File: config.mk
export PLATFORM = sky130hd
export DESIGN_NAME = onehot_encoder_pipe
export DESIGN_NICKNAME = d
export VERILOG_FILES = /design/src/rtl/onehot_encoder_pipe.sv
export SDC_FILE = /design/constraint.sdc
export NUM_CORES = 1
export LEC_CHECK = 0
export ABC_AREA = 1
export ABC_CLOCK_PERIOD_IN_PS = 1700
export BUFFER_PORTS_ARGS = -buffer_cell sky130_fd_sc_hd__buf_2
export CAP_MARGIN = 15
export CORE_UTILIZATION = 50
export DETAILED_ROUTE_END_ITERATION = 6
export GPL_TIMING_DRIVEN = 1
export PLACE_DENSITY = 0.84
export SETUP_SLACK_MARGIN = 0.2
export SLEW_MARGIN = 20
export SYNTH_ARGS = -nofsm -noshare
export SYNTH_HDL_FRONTEND = slang
export SYNTH_SLANG_ARGS = --single-unit
export TNS_END_PERCENT = 1
File: constraint.sdc
create_clock -name clk -period 1.7 [get_ports clk]
set_clock_uncertainty 0.15 [all_clocks]
set_input_delay 0.34 -clock clk [delete_from_list [all_inputs] [get_ports clk]]
set_output_delay 0.34 -clock clk [all_outputs]
set_load 0.01 [all_outputs]
File: src/rtl/onehot_encoder_pipe.sv
// onehot_encoder_pipe: registered one-hot / thermometer / ring-rotate code generator with valid/ready handshakes
module onehot_encoder_pipe #(
  parameter int IN_W  = 4,
  parameter int OUT_W = 16
) (
  input  logic             clk,
  input  logic             rst,
  input  logic             clear,
  input  logic             in_valid,
  output logic             in_ready,
  input  logic [IN_W-1:0]  ip,
  input  logic [1:0]       mode,
  output logic             out_valid,
  input  logic             out_ready,
  output logic [OUT_W-1:0] op,
  output logic             err,
  output logic [OUT_W-1:0] ring
);
  localparam int CW = IN_W > $clog2(OUT_W) + 1 ? IN_W : $clog2(OUT_W) + 1;
  if (OUT_W < 2 || OUT_W > (1 << IN_W)) begin : g_bad_width
    $error("onehot_encoder_pipe: OUT_W must lie in 2..2**IN_W");
  end
  logic [CW-1:0]      ip_w;
  logic               range_err, bad, accept;
  logic [OUT_W-1:0]   code, rot;
  logic [2*OUT_W-1:0] dbl;
  always_comb begin
    ip_w      = CW'(ip);
    range_err = ip_w >= CW'(OUT_W);
    bad       = range_err || mode == 2'b11;
    // upper half of the doubled ring shifted left is the left rotation
    dbl       = {ring, ring} << ip;
    rot       = dbl[2*OUT_W-1:OUT_W];
    code      = bad ? '0 :
                mode == 2'b00 ? OUT_W'(1) << ip :
                mode == 2'b01 ? (OUT_W'(2) << ip) - OUT_W'(1) : rot;
  end
  assign in_ready = !clear && (!out_valid || out_ready);
  assign accept   = in_valid && in_ready;
  always_ff @(posedge clk) begin
    if (rst || clear) begin
      out_valid <= 1'b0;
      op        <= '0;
      err       <= 1'b0;
      ring      <= OUT_W'(1);
    end else if (accept) begin
      out_valid <= 1'b1;
      op        <= code;
      err       <= bad;
      if (mode == 2'b10 && !range_err) ring <= rot;
    end else if (out_ready) begin
      out_valid <= 1'b0;
    end
  end
endmodule

==> impl_results.md, run 1 <==
* Status: complete, no violations
* GR Overflow Total at 0
* First-pass GRT wire length at 13900 um
* Seq cells post-synth at 34
* Vias in the first global route at 2851
* Die Ht at 71.8 um
* Hold wc startpoint: in_valid
* Fin area at 3260 um^2
* DP Wirelength at 6510 um
* R2R depth at 8
* Commonest cells in the netlist: 120 x nand3_1, 112 x nand2_1, 42 x a21oi_1
* VDD IR max at 0.566 mV
* Antenna Violating Nets Remaining at 0
* Layout area overhead at 33.8%
* Initial antenna violation count at 0
* CP max FO at 30
* Post-Syn Instances at between 400 and 500
* Pwr/cell area at roughly 630 nW/um^2
* Synth Flop Type: dfxtp_1
* RSZ-0062 raised after global routing: true
* R2r setup slk at 0.18 ns
* Worst Setup SP: out_valid$_SDFFE_PP0P_
* Vias per cell at 5.87
* Synth unique cells at 29
* WL final at between 8000 and 9000 um
* Syn_nets at 424
* Worst slew margin relative to its limit at 0.798
* Final setup violating endpoints at 0
* Die ar. at 5160 um^2
* Top-count cell post-synth: nand3_1
* Fraction of registers with async set/reset at 0
* Setup crit end kind: flip-flop
* CTS buffer count at 5
* Clock-pin slew on the worst setup and hold paths at 0.08 ns
* Largest net degree at the start of global routing at 31
* Routed wire per std cell at 15.6 um
* Core area at 4690 um^2
* Tmin final at 1.52 ns
* Largest cells by area after synthesis: dfxtp_1 28%, nand3_1 25%, nand2_1 17%
* Antenna diodes at 0
* Clock Latency Late Sink at 0.29 ns
* Fillers at about 440
* Worst Path Class, Setup: flip-flop to flip-flop
* Final cycle utilization of the critical path at 0.894
* Post-CTS Setup Inserts at 0
* Crit path launch type: flip-flop
* GR Util All Layers at 0.350
* Hold endpoint: out_valid$_SDFFE_PP0P_
* Share of cells above drive strength 1 at 0.280
* Vias at 3251
* Post-DP Area at 3120 um^2
* Port bufs at 45
* Power, Total at 2.06 mW
* Fin nets at 511
* Clock Sinks at 34
* R2R Path End: ring[10]$_SDFFE_PP0P_
* CTS tree: done
* Yosys top cell by area: dfxtp_1
* Leak Pwr at 1.59 nW
* Die Width at 71.8 um
* Number of synthesized flops with an enable pin at 0
* CTS root buffer: clkbuf_8
* Worst Hold Path Cells at 3
* Final Hold Viols at 0
* Hold/Removal Path Class: primary input to flip-flop
* Critical Path AT at 1.59 ns
* Fmax at 0.658 GHz
* FP Rows at 25
* Post-Syn Area at ~2400 um^2
* Final RePlAce weighted congestion at just over 1
* YS warnings at 0
* Remaining DRCs at 0
* Total I/O pin count at between 40 and 50
* Avg Inst Size Synth at 5.92 um^2
* Max_cap viols at 0
* Starting Density at 0.520
* Synth top area share at 0.279
* Clock H-tree levels at 2
* CP Data Required Time at 1.77 ns
* Worst Max-Slew Pin Slew at 0.301 ns
* Max Slew Vio Count at 0
* Seq/Total Area, Yosys at 0.279
* Clk buf depth at 2
* 1st-iter DRT viols at about 440
* First-pass DRT Iterations at 5
* Crit Reg-Reg Startpoint: out_valid$_SDFFE_PP0P_
layout make-up:
class / count / area [um^2] / area share
timing repair buffer: 102 / 712 / 0.218
multi-input combinational: 330 / 1580 / 0.486
sequential: 34 / 691 / 0.212
clock inverter: 2 / 12.5 / 0.00384
tap: 54 / 67.6 / 0.0207
inverter: 26 / 113 / 0.0345
clock buffer: 6 / 82.6 / 0.0253
placed cells by master, fill, tap and decap left out, drive strengths merged:
cell      netlist  layout
nand3         121     121
nand2         114     114
buf            17     102
a21oi          42      42
dfxtp          34      34
inv            25      25
o21ai          21      21
nor2           19      19
clkbuf          5       6
nor3            4       4
clkinv          1       2
o211ai          1       1
o2111ai         1       1
nand4           1       1
a22oi           1       1
a221oi          1       1
o22ai           1       1
or2             1       1
a211oi          1       1
ha              1       1
clkinvlp        0       1
worst max-delay path, stage by stage, from the launching register on:
cell and delay, ns:
dfxtp_1 0.32, inv_1 0.06, nor2_2 0.05, nor2_4 0.10, nand2_2 0.08, nor3_4 0.18
buf_12 0.19, o21ai_0 0.13, a21oi_1 0.17
per-stage QoR:
stage	setup slack, ns	instances	setup TNS, ns	hold WS (ns)	util
2_1_floorplan	0.132	412	0	0.311	-
3_3_place_gp	-0.123	546	-1.14	0.295	0.665
3_5_place_dp	-0.166	546	-2.30	0.298	0.665
4_1_cts	0.192	554	0	0.197	0.688
5_1_grt	0.0598	554	0	0.223	0.695
6_report	0.180	554	0	0.203	0.695
state kept, by name (all words and copies together), names as in the netlist:
register / cells
out_valid: 1
op: 16
ring: 16
err: 1
metal layers:
metal,GRT usage,share of wire,vias up
li1,-,-,1582
met1,0.443,0.40,1441
met2,0.584,0.47,189
met3,0.0591,0.086,39
met4,0.153,0.040,0
met5,0,0,-
cells by family after synthesis:
family,synth area share
compound gates,0.148
fa+ha+maj,0.00513
buf+inv,0.0888
flops,0.279
simple gates,0.479
power breakdown:
group          total, mW  switching [mW]  leakage [nW]  internal, mW
registers          0.821          0.0110         0.279         0.810
clock network      0.655           0.329        0.0472         0.326
logic              0.579           0.341          1.26         0.238
how the worst max path moves through the flow:
stage / endpoint / slack, ns / cells after the start
floorplan: op[11]$_SDFFE_PP0P_ / 0.13 / 13
finish: ring[10]$_SDFFE_PP0P_ / 0.18 / 8
CTS: in_ready / 0.19 / 4
global route: ring[10]$_SDFFE_PP0P_ / 0.06 / 8
detailed placement: op[2]$_SDFFE_PP0P_ / -0.17 / 10
global placement: op[2]$_SDFFE_PP0P_ / -0.12 / 10
what timing repair did:
action / 4_1_cts / 5_1_grt
hold endpoints to repair: 0 / 0
setup endpoints to repair: 13 / 33
hold buffers: 0 / 0
pin swaps: 0 / 0
resized for setup: 5 / 13
No activity file was read; power rests on OpenSTA's default activity.
==> inputs of run 2 (changes only) <==
==> constraint.sdc (replaced) <==
create_clock -name clk -period 1.7 [get_ports clk]
set_clock_uncertainty 0.15 [all_clocks]
set_input_delay 0.34 -clock clk [delete_from_list [all_inputs] [get_ports clk]]
set_output_delay 0.34 -clock clk [all_outputs]
set_load 0.1 [all_outputs]
==> run 2 against run 1 <==
  * Final cell count down 0.54%
  * Clock power increased by 15%
  * Total power grew 10%
  * Worst setup slack worse by 0.12 ns
  * Non-clock buffer count shrank 3
  * Sequential power about the same
  * Critical path depth fell by 7
  * Hold slack got worse by 0.0057 ns
  * Global-route usage is 0.67 points lower
  * First-iteration DRC count grew 14%
  * Combinational power grew 19%
  * Critical path type is now flip-flop to output pin
  * Largest cell class unchanged
==> impl_results.md, run 2 (same netlist as run 1, synthesis figures left out) <==
* Status: complete, no violations
* Starting Density at 0.520 (unchanged)
* Port bufs at 45 (unchanged)
* Final cycle utilization of the critical path at 0.964 (+0.0694)
* CTS tree: done
* Total I/O pin count at 46 (unchanged)
* Final Hold Viols at 0 (unchanged)
* R2R depth at 10 (+2)
* Max_cap viols at 0 (unchanged)
* Fin area at 3370 um^2 (+3.4%)
* Clock Power Share at 0.332 (+0.013)
* CP max FO at 4 (-87%)
* Fin nets at 508 (-0.59%)
* Clk buf depth at 2 (unchanged)
* Max Slew Vio Count at 0 (unchanged)
* Placed insts at 539 (-1.3%)
* Die Width at 71.8 um (unchanged)
* Pwr/cell area at 671 nW/um^2 (+6.5%)
* Routed wire per std cell at 16.1 um (+3.2%)
* Share of cells above drive strength 1 at 0.290 (+0.00974)
* Crit Reg-Reg Startpoint: out_valid$_SDFFE_PP0P_
* Largest net degree at the start of global routing at 31 (unchanged)
* Clock H-tree levels at 2 (unchanged)
* Critical path's largest stage delay at 0.46 ns (+0.14 ns)
* Vias per cell at 6.01 (+2.4%)
* Footprint of the multi-input gates at 1630 um^2 (+2.9%)
* GR Overflow Total at 0 (unchanged)
* R2r setup slk at 0.08 ns (-0.10 ns)
* Worst Hold Path Cells at 3 (unchanged)
* GR Util All Layers at 0.343 (-0.00668)
* Register area at 688 um^2 (-0.36%)
* CTS root buffer: clkbuf_8
* Fillers at 400 (-8.5%)
* R2R Path End: ring[10]$_SDFFE_PP0P_
* Worst Path Class, Setup: flip-flop to output pin
* Final setup violating endpoints at 0 (unchanged)
* Worst Setup Slack post-DPL at -0.129 ns (+0.0377 ns)
* CP Data Required Time at 1.21 ns (-0.56 ns)
* Clock Sinks at 34 (unchanged)
* Most frequent cells in the layout: 120 x nand3_1, 112 x nand2_1, 54 x buf_4
* Remaining DRCs at 0 (unchanged)
* Most common cell after layout, fill and taps aside: nand3_1
* Antenna Violating Nets Remaining at 0 (unchanged)
* Hold wc startpoint: in_valid
* Final RePlAce weighted congestion at 0.988 (-2.8%)
* Vias at 3312 (+1.9%)
* Final WS setup at 0.0620 ns (-0.118 ns)
* Vias in the first global route at 2957 (+3.7%)
* Largest regs: op: 16 flops, ring: 16 flops
* VDD IR max at 0.594 mV (+4.9%)
* Die Ht at 71.8 um (unchanged)
* Combinational power share at 0.305 (+0.023)
* Initial antenna violation count at 0 (unchanged)
* DP Wirelength at 6330 um (-2.7%)
* Hold endpoint: out_valid$_SDFFE_PP0P_
* WP buf/inv at 1 (-1)
* Top Family by Delay on Critical Path: buffers and inverters
* Antenna diodes at 0 (unchanged)
* Worst Max-Slew Pin Slew at 0.496 ns (+0.195 ns)
* Critical Path AT at 1.15 ns (-0.44 ns)
* CTS buffer count at 5 (unchanged)
* Setup crit end kind: output pin
* Hold WS at 0.197 ns (-0.00568 ns)
* Fmax at 0.610 GHz (-7.2%)
* Die ar. at 5160 um^2 (unchanged)
* Layout area overhead at 38.3%
* Tmin final at 1.64 ns (+0.118 ns)
* Clock Latency Late Sink at 0.29 ns (about the same)
* Switching power at 0.782 mW (+15%)
* Crit path launch type: flip-flop
* WL final at 8880 um (+2.7%)
* Power, Total at 2.26 mW (+10%)
* Sw frac at 0.346 (+0.0141)
* 1st-iter DRT viols at 502 (+14%)
* RSZ-0062 raised after global routing: true
* First-pass GRT wire length at 13800 um (-0.80%)
* Slowest-stage cell, CP: buf_2
* Clock-pin slew on the worst setup and hold paths at 0.07 ns (about the same)
* Flop pwr share at 0.363 (-0.036)
* FP Rows at 25 (unchanged)
* Hold bufs inserted after CTS at 0 (unchanged)
* Worst slew margin relative to its limit at 0.671 (-0.126)
* First-pass DRT Iterations at 5 (unchanged)
* Post-DP Area at 3060 um^2 (-2.0%)
* Hold/Removal Path Class: primary input to flip-flop
* Worst-path cell chain: buf_2
* Core area at 4690 um^2 (unchanged)
* Non-filler cells in the finished layout at 551 (-0.54%)
* Internal power at 1.48 mW (+7.7%)
* Leak Pwr at 1.60 nW (+0.85%)
## run 2: per-stage QoR
stage | TNS (ns) | util
CTS | 0 | 0.682
floorplan | -10.45 | -
global placement | -0.513 | 0.651
finish | 0 | 0.719
global route | -0.000784 | 0.719
detailed placement | -0.807 | 0.651
## run 2: per-layer routing
layer | routed length, um | share of wire | GRT usage
met3 | 668 | 0.075 | 0.0577
met4 | 486 | 0.055 | 0.192
met1 | 3360 | 0.38 | 0.415
met2 | 4370 | 0.49 | 0.578
met5 | 0 | 0 | 0
## run 2: power by group through the flow
stage / clock network (mW) / logic (mW) / registers, mW
after floorplan: 0 / 0.319 / 0.934
after global placement: 0 / 0.636 / 0.837
after detailed placement: 0 / 0.640 / 0.837
after CTS: 0.760 / 0.648 / 0.819
after global routing: 0.789 / 0.742 / 0.822
final: 0.750 / 0.690 / 0.821
## run 2: how the worst max path moves through the flow
stage | startpoint | to | slack [ns] | depth (start not counted)
6_report | ring[14]$_SDFFE_PP0P_ | ring[14] | 0.06 | 1
5_1_grt | out_valid$_SDFFE_PP0P_ | ring[10]$_SDFFE_PP0P_ | -0.0008 | 10
4_1_cts | ring[13]$_SDFFE_PP0P_ | ring[13] | 0.07 | 1
3_5_place_dp | ip[1] | op[11]$_SDFFE_PP0P_ | -0.13 | 12
3_3_place_gp | ip[0] | op[4]$_SDFFE_PP0P_ | -0.11 | 8
2_1_floorplan | out_valid$_SDFFE_PP0P_ | op[4]$_SDFFE_PP0P_ | -0.36 | 7
## run 2: repair_timing
action | in CTS | in global routing
endpoints found under the setup margin | 45 | 67
pin swaps | 1 | 3
resized for setup | 11 | 47
gates cloned | 0 | 2
setup buffers | 1 | 1
## run 2: cell type report
class	count	share of cell area
inverter	26	0.0297
timing repair buffer	99	0.230
sequential	34	0.204
clock buffer	5	0.0204
tap	54	0.0200
multi-input combinational	330	0.483
clock inverter	3	0.0119
==> inputs of run 3 (changes only) <==
--- a/config.mk
+++ b/config.mk
@@ -5,14 +5,13 @@
 export SDC_FILE = /design/constraint.sdc
 export NUM_CORES = 1
 export LEC_CHECK = 0
-export ABC_AREA = 1
 export ABC_CLOCK_PERIOD_IN_PS = 1700
 export BUFFER_PORTS_ARGS = -buffer_cell sky130_fd_sc_hd__buf_2
 export CAP_MARGIN = 15
-export CORE_UTILIZATION = 50
+export CORE_UTILIZATION = 52
 export DETAILED_ROUTE_END_ITERATION = 6
 export GPL_TIMING_DRIVEN = 1
-export PLACE_DENSITY = 0.84
+export PLACE_DENSITY = 0.85
 export SETUP_SLACK_MARGIN = 0.2
 export SLEW_MARGIN = 20
 export SYNTH_ARGS = -nofsm -noshare
==> run 3 against run 2 <==
  * The flow now finishes with violations (DRC, setup timing)
  * Final cell count shrank 5.8%
  * Total power rose by 6.0%
  * Core utilization is 17 points higher
  * Die area grew 13%
  * Fmax down 24%
  * Via count rose by 18%
  * Critical endpoint is now ring[2]$_SDFFE_PP0P_
  * Largest cell class unchanged
  * Largest power group is now clock
==> impl_results.md, run 3 <==
* Status: complete, but fails checks
* Failing checks: DRC, setup timing
* 1st-iter DRT viols at 855 (+70%)
* Largest regs: op: 16 flops, ring: 16 flops
* Number of synthesized flops with an enable pin at 0 (unchanged)
* Final setup violating endpoints at 32 (+32)
* Yosys top cell by area: dfxtp_1
* Worst Max-Slew Pin Slew at 0.497 ns (+0.000940 ns)
* Worst Path Class, Setup: flip-flop to flip-flop
* Most frequent cells in the layout: 118 x buf_4, 29 x nand2_1, 26 x mux4_2
* Hold WS at 0.304 ns (+0.106 ns)
* Sw frac at 0.313 (-0.0325)
* Initial antenna violation count at 0 (unchanged)
* Fin nets at 460 (-9.4%)
* Routed wire per std cell at 28.9 um (+79%)
* Synth top area share at 0.237 (-0.0420)
* Commonest cells in the netlist: 34 x dfxtp_1, 32 x nand2_1, 24 x mux2i_1
* Hold/Removal Path Class: flip-flop to flip-flop
* Pwr/cell area at 518 nW/um^2 (-23%)
* Final RePlAce weighted congestion at 0.991 (+0.30%)
* Power, Total at 2.40 mW (+6.0%)
* Clock Power Share at 0.391 (+0.059)
* Most common cell after layout, fill and taps aside: buf_4
* Fin area at 4630 um^2 (+37%)
* Layout area overhead at 61.3%
* Synth Flop Type: dfxtp_1
* Setup crit end kind: flip-flop
* GR Util All Layers at 0.437 (+0.0937)
* YS warnings at 0 (unchanged)
* Die Width at 76.3 um (+6.2%)
* Non-filler cells in the finished layout at 519 (-5.8%)
* Post-Syn Area at 2870 um^2 (+18%)
* Max Slew Vio Count at 0 (unchanged)
* First-pass DRT Iterations at 7 (+2)
* Critical Path AT at 2.20 ns (+1.05 ns)
* FP Rows at 26 (+4.0%)
* Synth unique cells at 61 (+110%)
* Share of cells above drive strength 1 at 0.579 (+0.289)
* Antenna Violating Nets Remaining at 0 (unchanged)
* Clock H-tree levels at 2 (unchanged)
* Antenna diodes at 0 (unchanged)
* Tmin final at 2.15 ns (+0.515 ns)
* Core area at 5200 um^2 (+11%)
* DP Wirelength at 8200 um (+30%)
* Clock Sinks at 34 (unchanged)
* Flop pwr share at 0.329 (-0.034)
* Vias per cell at 7.54 (+25%)
* Post-Synth Adder-Cell Area at 0.00436 (-0.000772)
* Seq cells post-synth at 34 (unchanged)
* Synth Area in Simple Gates at 0.182 (-0.296)
* Top-count cell post-synth: dfxtp_1
* Fin Setup TNS at -8.38 ns (-8.38 ns)
* Worst slew margin relative to its limit at 0.660 (-0.0115)
* Post-Synth XOR/XNOR Area at 0.00305 (+0.00305)
* Post-synthesis mux area share at 0.309 (+0.309)
* Hold bufs inserted after CTS at 0 (unchanged)
* Remaining DRCs at 25 (+25)
* Avg Inst Size Synth at 9.35 um^2 (+58%)
* Vias in the first global route at 3645 (+23%)
* Post-Syn Instances at 307 (-25%)
* RSZ-0062 raised after global routing: true
* Clock Latency Late Sink at 0.31 ns (+0.02 ns)
* Largest family of logic cells by synthesized area: multiplexers
* Switching power at 0.751 mW (-4.0%)
* Final WS setup at -0.453 ns (-0.515 ns)
* Clock-pin slew on the worst setup and hold paths at 0.08 ns (about the same)
* CTS buffer count at 5 (unchanged)
* Placed insts at 505 (-6.3%)
* CP max FO at 5 (+1)
* Die ar. at 5820 um^2 (+13%)
* Vias at 3914 (+18%)
* VDD IR max at 0.591 mV (-0.59%)
* Clk buf depth at 2 (unchanged)
* Post-DP Area at 4100 um^2 (+34%)
* Max_cap viols at 0 (unchanged)
* Total I/O pin count at 46 (unchanged)
* Die Ht at 76.3 um (+6.2%)
* Final Hold Viols at 0 (unchanged)
* Syn_nets at 319 (-25%)
* Combinational power share at 0.279 (-0.026)
* Crit path launch type: flip-flop
* Starting Density at 0.551 (+0.0317)
* Compound-cell area share of the yosys netlist at 0.204 (+0.0553)
* CTS root buffer: clkbuf_8
* Port bufs at 45 (unchanged)
* Fmax at 0.464 GHz (-24%)
* CP Data Required Time at 1.74 ns (+0.53 ns)
* Final cycle utilization of the critical path at 1.27 (+0.303)
* GR Overflow Total at 0 (unchanged)
* WL final at 15000 um (+69%)
* CTS tree: done
* Fraction of registers with async set/reset at 0 (unchanged)
* First-pass GRT wire length at 19400 um (+41%)
* Largest cells by area after synthesis: dfxtp_1 24%, mux4_2 15%, mux2i_1 8.4%
* Seq/Total Area, Yosys at 0.237 (-0.0420)
* Internal power at 1.65 mW (+11%)
* Largest net degree at the start of global routing at 30 (-3.2%)
* Leak Pwr at 1.93 nW (+20%)
-- run 3: changes by cell type after synthesis, sizes merged, moves of 19 or more --
cell and change:
a21oi -27, inv -19, nand3 -114, mux4 +26
mux2i +24, nand2 -82
-- run 3: worst paths after layout --
kind	to	slack [ns]	startpoint	depth (start not counted)
hold reg to reg	op[4]$_SDFFE_PP0P_	0.30	op[4]$_SDFFE_PP0P_	2
setup / recovery	ring[2]$_SDFFE_PP0P_	-0.45	ring[1]$_SDFFE_PP0P_	5
setup reg to reg	ring[2]$_SDFFE_PP0P_	-0.45	ring[1]$_SDFFE_PP0P_	5
hold / removal	op[4]$_SDFFE_PP0P_	0.30	op[4]$_SDFFE_PP0P_	2
-- run 3: final cells by class --
| cell class | instances | area [um^2] |
|---|---|---|
| tap | 70 | 87.6 |
| multi-input combinational | 238 | 2170 |
| clock buffer | 5 | 68.8 |
| fill | 211 | 576 |
| sequential | 34 | 742 |
| timing repair buffer | 162 | 1460 |
| inverter | 7 | 26.3 |
| clock inverter | 3 | 68.8 |
-- run 3: kinds of logic after synthesis --
family,Yosys count
and+or+nand+nor,101
AOI/OAI and AO/OA,82
muxes,53
buffers and inverters,35
DFF,34
xor gates and xnor gates,1
adders and majority gates,1
-- run 3: stage by stage --
step	utilization	worst slack, ns
3_3_place_gp	0.788	-0.788
5_1_grt	0.889	-0.414
6_report	0.889	-0.453
4_1_cts	0.864	-0.285
2_1_floorplan	-	-0.389
3_5_place_dp	0.788	-0.735
-- run 3: routing by layer --
layer | GRT usage | vias up | share of wire
li1 | - | 1481 | -
met1 | 0.515 | 1766 | 0.31
met2 | 0.689 | 469 | 0.43
met3 | 0.0886 | 198 | 0.16
met4 | 0.354 | 0 | 0.11
met5 | 0 | - | 0
-- run 3: what timing repair did --
action / CTS / global route
pin swaps: 11 / 4
gates resized for setup: 71 / 34
endpoints found under the setup margin: 60 / 46
setup buffers: 6 / 0
cloned: 0 / 0
-- run 3: worst max-delay path, cell delays in order, from the launching register on --
cell and delay (ns):
dfxtp_4 0.38, buf_6 0.14, mux4_2 0.51, mux2i_1 0.39, o22ai_2 0.23, a31o_2 0.25
-- run 3: power by group through the flow --
stage | Clock [mW] | Sequential, mW | Combinational, mW
6_report | 0.938 | 0.790 | 0.670
5_1_grt | 0.971 | 0.790 | 0.684
4_1_cts | 0.930 | 0.788 | 0.592
2_1_floorplan | 0 | 0.873 | 0.293
3_3_place_gp | 0 | 0.806 | 0.549
3_5_place_dp | 0 | 0.807 | 0.559
